<file path="config.mk">
export PLATFORM = sky130hd
export DESIGN_NAME = alu_op_sequencer
export DESIGN_NICKNAME = d
export VERILOG_FILES = /design/src/rtl/alu_op_sequencer.sv
export SDC_FILE = /design/constraint.sdc
export NUM_CORES = 1
export LEC_CHECK = 0
export CELL_PAD_IN_SITES_DETAIL_PLACEMENT = 1
export CELL_PAD_IN_SITES_GLOBAL_PLACEMENT = 2
export CORE_UTILIZATION = 23
export DETAILED_ROUTE_END_ITERATION = 6
export PLACE_DENSITY_LB_ADDON = 0.1
export SYNTH_ARGS = -nofsm -noshare
export SYNTH_HDL_FRONTEND = slang
export SYNTH_SLANG_ARGS = --single-unit
</file>
<file path="constraint.sdc">
create_clock -name clk -period 1.7 [get_ports clk]
set_input_delay 0.34 -clock clk [delete_from_list [all_inputs] [get_ports clk]]
set_output_delay 0.34 -clock clk [all_outputs]
set_load 0.1 [all_outputs]
</file>
<file path="src/rtl/alu_op_sequencer.sv">
// alu_op_sequencer: issues one op to the combinational ALU, holds it, captures ZHI/ZLO.
// Optional illegal-op trap pulse on err enabled by ALU_SEQ_ILLEGAL_TRAP_EN.
module alu_op_sequencer #(
  parameter int BITS          = 32,
  parameter int SIMPLE_CYCLES = 1,
  parameter int MULDIV_CYCLES = 4
) (
  input  logic              clk,
  input  logic              clr,
  input  logic              req_valid,
  output logic              req_ready,
  input  logic [3:0]        req_op,
  input  logic [BITS-1:0]   req_x,
  input  logic [BITS-1:0]   req_y,
  output logic [11:0]       ctrl_signal,
  output logic [BITS-1:0]   alu_x,
  output logic [BITS-1:0]   alu_y,
  input  logic [2*BITS-1:0] alu_result,
  output logic [BITS-1:0]   zhi,
  output logic [BITS-1:0]   zlo,
  output logic              done,
  output logic              busy,
  output logic              err
);

  localparam int MAXL = (SIMPLE_CYCLES > MULDIV_CYCLES) ?
                        SIMPLE_CYCLES : MULDIV_CYCLES;
  localparam int CW   = $clog2(MAXL + 1);

  localparam logic [CW-1:0] SIMPLE_LD = CW'(SIMPLE_CYCLES - 1);
  localparam logic [CW-1:0] MULDIV_LD = CW'(MULDIV_CYCLES - 1);

  localparam logic [0:0] IDLE = 1'b0;
  localparam logic [0:0] WAIT = 1'b1;

  logic [0:0]      state_q, state_d;
  logic [CW-1:0]   cnt_q, cnt_d;
  logic [11:0]     ctrl_q, ctrl_d;
  logic [BITS-1:0] x_q, x_d;
  logic [BITS-1:0] y_q, y_d;
  logic [BITS-1:0] zhi_q, zhi_d;
  logic [BITS-1:0] zlo_q, zlo_d;
  logic            done_q, done_d;

  logic accept;
  logic legal;
  logic req_md;
  logic cur_md;

  assign req_ready = (state_q == IDLE) && clr;
  assign accept    = req_valid && req_ready;
  assign legal     = req_op < 4'd12;
  assign req_md    = (req_op == 4'd2) || (req_op == 4'd3);
  assign cur_md    = ctrl_q[2] | ctrl_q[3];

  // Next-state: issue on accept, count down the hold, capture on expiry.
  always_comb begin
    state_d = state_q;
    cnt_d   = cnt_q;
    ctrl_d  = ctrl_q;
    x_d     = x_q;
    y_d     = y_q;
    zhi_d   = zhi_q;
    zlo_d   = zlo_q;
    done_d  = 1'b0;
    unique case (state_q)
      IDLE: begin
        if (accept && legal) begin
          x_d     = req_x;
          y_d     = req_y;
          ctrl_d  = 12'b1 << req_op;
          cnt_d   = req_md ? MULDIV_LD : SIMPLE_LD;
          state_d = WAIT;
        end
      end
      WAIT: begin
        if (cnt_q == '0) begin
          if (cur_md) begin
            {zhi_d, zlo_d} = alu_result;
          end else begin
            zhi_d = '0;
            zlo_d = alu_result[BITS-1:0];
          end
          ctrl_d  = '0;
          done_d  = 1'b1;
          state_d = IDLE;
        end else begin
          cnt_d = cnt_q - CW'(1);
        end
      end
    endcase
  end

  // State and datapath registers, cleared asynchronously by clr.
  always_ff @(posedge clk or negedge clr) begin
    if (!clr) begin
      state_q <= IDLE;
      cnt_q   <= '0;
      ctrl_q  <= '0;
      x_q     <= '0;
      y_q     <= '0;
      zhi_q   <= '0;
      zlo_q   <= '0;
      done_q  <= 1'b0;
    end else begin
      state_q <= state_d;
      cnt_q   <= cnt_d;
      ctrl_q  <= ctrl_d;
      x_q     <= x_d;
      y_q     <= y_d;
      zhi_q   <= zhi_d;
      zlo_q   <= zlo_d;
      done_q  <= done_d;
    end
  end

`ifdef ALU_SEQ_ILLEGAL_TRAP_EN
  logic err_q;

  // Illegal op is swallowed in IDLE and flagged one cycle later.
  always_ff @(posedge clk or negedge clr) begin
    if (!clr) err_q <= 1'b0;
    else      err_q <= accept && !legal;
  end

  assign err = err_q;
`else
  assign err = 1'b0;
`endif

  assign ctrl_signal = ctrl_q;
  assign alu_x       = x_q;
  assign alu_y       = y_q;
  assign zhi         = zhi_q;
  assign zlo         = zlo_q;
  assign done        = done_q;
  assign busy        = (state_q == WAIT);

endmodule

</file>
======== Yosys cells after proc, flatten, opt, wreduce, memory -nomap -nowiden ========
Index checks and enable logic that the tools add are counted.
cells by class
  multiplexer cells ....................... 13
  order comparisons ....................... 1
  shifts and indexed selects .............. 1
  $add $sub $neg .......................... 1
  bitwise gates (word level) .............. 2
  equality and inequality tests ........... 5
  reductions and logical operators ........ 9
operators by type and width
  operator                                             count
  two-way mux 32 bit                                   1
  two-way mux 12 bit                                   2
  one-hot mux 12 bit (2 select lines)                  1
  left shift 1 x 4 -> 12 bit, first input constant     1
  equality test 4 x 2 -> 1 bit, second input constant  2
  AND reduction 2 bit                                  4
  two-way mux 3 bit                                    2
  one-hot mux 3 bit (2 select lines)                   1
  less-than comparator 4 bit, second input constant    1
  two-way mux 1 bit                                    4
  != test 2 x 1 -> 1 bit, second input constant        2
  logical AND 1 bit                                    3
  logical NOT 3 bit                                    1
  subtractor 3 x 1 -> 3 bit, second input constant     1
  two-way mux 2 bit                                    1
  != test 2 bit, second input constant                 1
  one-hot mux 1 bit (2 select lines)                   1
  logical OR 1 bit                                     1
  inverter 1 bit                                       1
  OR 1 bit                                             1
word-level totals
  flip-flop bits (word level) ............. 145
  word-level logic and storage cells ...... 40
  bits of input ports ..................... 135
  output and inout bits ................... 144

======== Longest topological paths before layout ========
Gate-level depths: netlist of the first run.
  word-level depth ........................ 6
  gate-level depth with buffers ........... 8
  mapped depth without buffers ............ 6

======== Worst setup path before layout of the first run ========
Ideal clock, no wire load.
  path type ............................... reg2reg
  from .................................... reg state_q, in the netlist busy
  to ...................................... reg x_q[30], in the netlist alu_x[30]
  stages on the path, launching flop included .. 7
  path slack .............................. -0.729 ns
  arrival time ............................ 2.300 ns
  path buffers ............................ 2
  required time ........................... 1.572 ns
  setup time .............................. 0.128 ns
  period minus slack after synthesis ...... 2.429 ns
  cell sequence ........................... dfrtp_1 -> nand2b_1 -> inv_2 -> nand2_1 -> buf_2 -> buf_4 -> mux2_1
between the ends
  cells in the longest elaborated chain, start to end .. 5
ends and longest elaborated chain
  item                                  RTL line  RTL
  start, declared                       36        logic [0:0] state_q, state_d;
  start signal, assigned                106       state_q <= state_d;
  inverter 1 bit (no source line)       --
  logical AND 1 bit                     50        assign req_ready = (state_q == IDLE) && clr;
  named net req_ready                   11        output logic req_ready,
  logical AND 1 bit                     51        assign accept = req_valid && req_ready;
  logical AND 1 bit                     68        if (accept && legal) begin
  AND reduction 2 bit (no source line)  --
  end signal, assigned                  100       x_q <= '0;
  end signal, assigned                  109       x_q <= x_d;
  end, declared                         39        logic [BITS-1:0] x_q, x_d;
The timed path passes the listed nets, and every way through them passes these cells.
A chain may end at the register's enable or synchronous reset.

======== Worst setup path in the final report of the first run ========
  from .................................... reg state_q, in the netlist busy
  to ...................................... out req_ready
between the ends
  cells in the longest elaborated chain, start to end .. 2
ends and longest elaborated chain
  item                             RTL line
  inverter 1 bit (no source line)  --
  logical AND 1 bit                50
  end, declared                    11
No other way between the ends.

==> Flow_metrics.wiki, run 1 <==
{| class="wikitable"
! Metric !! Value
|-
| # port buffers || 277
|-
| Number of global-route vias before repair || 5181
|-
| Flip-flop and latch count after synthesis || 145
|-
| Tightest Pin Transition || 863 ps
|-
| Total wirelength of the detailed-routed design || 19400 um
|-
| Longest Clk Path Bufs || 2
|-
| Final weighted congestion in routability-driven placement || 0.745
|-
| Total global-route track usage || 16.0%
|-
| Achievable clock frequency || 592 MHz
|-
| Final-report hold violation count || 0
|-
| Final period util || 99.3%
|-
| Total Nets Final || 915
|-
| Largest area contributor in the synthesized netlist || sky130_fd_sc_hd__dfrtp_1
|-
| Count of synthesis-stage warnings from yosys || 0
|-
| Met1 WL || 8090 um
|-
| HPWL after detailed placement || 14300 um
|-
| Width of the die || 159 um
|-
| Maximum level of the CTS H-tree || 4
|-
| Status || finished, final reports clean
|-
| Cell area after synthesis || 5680 um^2
|-
| Commonest cells after routing, fill and taps aside || sky130_fd_sc_hd__nand2_1, sky130_fd_sc_hd__buf_12, sky130_fd_sc_hd__dfrtp_1
|-
| Arrival time of data at the critical path endpoint || 1350 ps
|-
| Critical-path cell list || nand2b_4 -> inv_12 -> buf_12
|-
| Proportion of netlist area held by the largest area contributor || 63.9%
|-
| Root Buffer || sky130_fd_sc_hd__clkbuf_16
|-
| CTS tree || built
|-
| Overall die height || 159 um
|-
| Clock latency on the worst-skew pair || 420 ps
|-
| Clock transition at the registers of the reported paths || 60 ps
|-
| Syn_nets || 623
|-
| Top-Level Pins || 279
|-
| Crit Path Category || flip-flop to output port
|-
| Wire length per cell after detailed routing || 17.4 um
|-
| Final setup fails || 0
|-
| Crit path launch type || flip-flop
|-
| First-pass DRT Iterations || 4
|-
| Antenna diodes || 0
|-
| CP top delay family || flip-flops
|-
| Post-route DRC violation count || 0
|-
| Fraction of final layout cells with drive strength greater than 1 || 28.3%
|-
| Max_slew headroom || 42.5%
|-
| Slowest cell on the critical path || sky130_fd_sc_hd__dfrtp_4
|-
| First DRT Iteration DRCs || 99
|-
| Synth top area cells || sky130_fd_sc_hd__dfrtp_1, sky130_fd_sc_hd__mux2_1, sky130_fd_sc_hd__nand2_1
|-
| Max_cap viols || 0
|-
| Buffers and inverters on the worst path || 2
|-
| Standard-cell rows || 57
|-
| GRT overflow || 0
|-
| Fin Setup TNS || 0 ps
|-
| Clock period minus final worst setup slack || 1690 ps
|-
| Vias after detailed routing || 4675
|-
| Crit path largest cell delay || 480 ps
|-
| Crit path max fanout || 4
|-
| Instance count of the mapped netlist || 486
|-
| Classification of the worst-slack hold path || input pin to async pin
|-
| Share of synthesized area occupied by flip-flops and latches || 63.9%
|-
| Vias/cell || 4.19
|-
| Detail Route met3 WL || 1680 um
|-
| Total die area || 25300 um^2
|-
| Area growth from synthesis to layout || 95.4%
|-
| Wire length of the first global-routing pass || 31300 um
|-
| Met2 WL post-DR || 9250 um
|-
| Kind of end point of the critical path || output port
|-
| TritonCTS buffer count || 17
|-
| Endpoint required time on the critical path || 1360 ps
|-
| Largest clock skew in the final design || 8.67 ps
|-
| Highest signal layer in the routed design || met4
|-
| Pin count of the biggest net entering global routing || 146
|-
| Number of antenna violations at the first check in global routing || 0
|-
| Average cell area after synthesis || 11.7 um^2
|-
| Number of antenna-violating nets in the routed design || 0
|-
| Leading cell type in the layout, fill and taps excluded || sky130_fd_sc_hd__nand2_1
|-
| Setup repair after global routing missed its margin || yes
|-
| Effective utilization at floorplan || 23.4%
|-
| Clock sink count || 145
|-
| Number of pins exceeding their max-slew limit in the final report || 0
|-
| Netlist cell types || 32
|-
| Core box area || 24200 um^2
|}
==> registers in the layout (all words and copies together), names as in the netlist <==
signal and cells:
alu_x 32, busy 1, cnt_q 3, ctrl_signal 12
zhi 32, zlo 32, alu_y 32, done 1
==> through the flow <==
| step | hold WS, ps | util (%) | std cells | setup WS (ps) | instance area (um^2) |
|---|---|---|---|---|---|
| after floorplan | 44.4 | - | 486 | -77.5 | 5760 |
| after global placement | 502 | 42.9 | 1075 | -202 | 10400 |
| after detailed placement | 513 | 42.9 | 1075 | -271 | 10400 |
| after CTS | 136 | 45.4 | 1110 | -33.4 | 11000 |
| after global routing | 138 | 45.8 | 1115 | -43.4 | 11100 |
| final | 39.5 | 45.8 | 1115 | 11.3 | 11100 |
==> worst paths after layout <==
check / slack, ps / startpoint / to / depth (start not counted)
max reg2reg: 40 / busy / ctrl_signal[8] / 6
max: 10 / busy / req_ready / 3
max in group asynchronous: 920 / clr / busy / 2
min: 40 / clr / cnt_q[2] / 2
min reg2reg: 530 / zhi[31] / zhi[31] / 2
min in group clk: 380 / clr / ctrl_signal[2] / 4
==> kinds of logic (layout without fill, tap and decap cells) <==
kind of cell / after synthesis / count (layout) / share of synthesized area [%]
flops: 145 / 145 / 63.9
fa+ha+maj: 2 / 2 / 0.441
compound gates: 14 / 14 / 2.16
buf+inv: 33 / 338 / 2.80
simple gates: 216 / 216 / 15.8
other cells: 1 / 1 / 0.0660
mux: 75 / 75 / 14.9
==> per-layer routing <==
layer | track usage (%) | vias to the layer above
met5 | 0 | -
met4 | 5.07 | 0
met3 | 6.33 | 24
met2 | 25.7 | 186
met1 | 19.8 | 2285
li1 | - | 2180
==> synthesized netlist by cell type <==
cell                         n
sky130_fd_sc_hd__nand2_1   162
sky130_fd_sc_hd__dfrtp_1   145
sky130_fd_sc_hd__mux2_1     75
sky130_fd_sc_hd__nand3_1    32
sky130_fd_sc_hd__buf_2      10
sky130_fd_sc_hd__clkbuf_1   10
sky130_fd_sc_hd__nor2_1      7
sky130_fd_sc_hd__buf_4       4
sky130_fd_sc_hd__inv_1       4
sky130_fd_sc_hd__nand2b_1    4
sky130_fd_sc_hd__o21ai_0     4
sky130_fd_sc_hd__nor3_1      3
sky130_fd_sc_hd__a22oi_1     2
sky130_fd_sc_hd__buf_1       2
sky130_fd_sc_hd__ha_1        2
sky130_fd_sc_hd__inv_2       2
sky130_fd_sc_hd__o211ai_1    2
sky130_fd_sc_hd__o41ai_1     2
sky130_fd_sc_hd__a21bo_2     1
sky130_fd_sc_hd__a21boi_4    1
sky130_fd_sc_hd__a21oi_4     1
sky130_fd_sc_hd__a32o_1      1
sky130_fd_sc_hd__buf_6       1
sky130_fd_sc_hd__conb_1      1
sky130_fd_sc_hd__nand3b_1    1
sky130_fd_sc_hd__nor2b_1     1
sky130_fd_sc_hd__nor3b_1     1
sky130_fd_sc_hd__or2_2       1
sky130_fd_sc_hd__or3_1       1
sky130_fd_sc_hd__or3b_1      1
sky130_fd_sc_hd__or3b_2      1
sky130_fd_sc_hd__or4b_1      1
==> final cells by class <==
cell class | instances | area [um^2]
Inverter | 6 | 35.0
Timing Repair Buffer | 300 | 4460
Sequential cell | 145 | 3630
Clock buffer | 19 | 443
Clock inverter | 13 | 150
Fill cell | 2485 | 13200
Tap cell | 324 | 405
Multi-Input combinational cell | 308 | 1970
==> timing repair <==
item / CTS / global route
resized for setup: 0 / 8
endpoints found under the hold margin: 0 / 0
setup endpoints to repair: 11 / 40
setup buffers: 3 / 4
hold buffers: 0 / 0
pin swaps: 1 / 1
gates cloned: 0 / 1
Power of run 1 is not shown: default switching activity piles up to over one toggle a cycle in this logic, so the estimate is an artifact.
==> run 2, diff against run 1 <==
GPL_ROUTABILITY_DRIVEN = 0   (was default)
HOLD_SLACK_MARGIN = 0.12   (was default)
==> results of run 2 <==
The final DEF is identical to that of run 1; final timing and power are the same.
Power of run 2 is left out for the same reason.
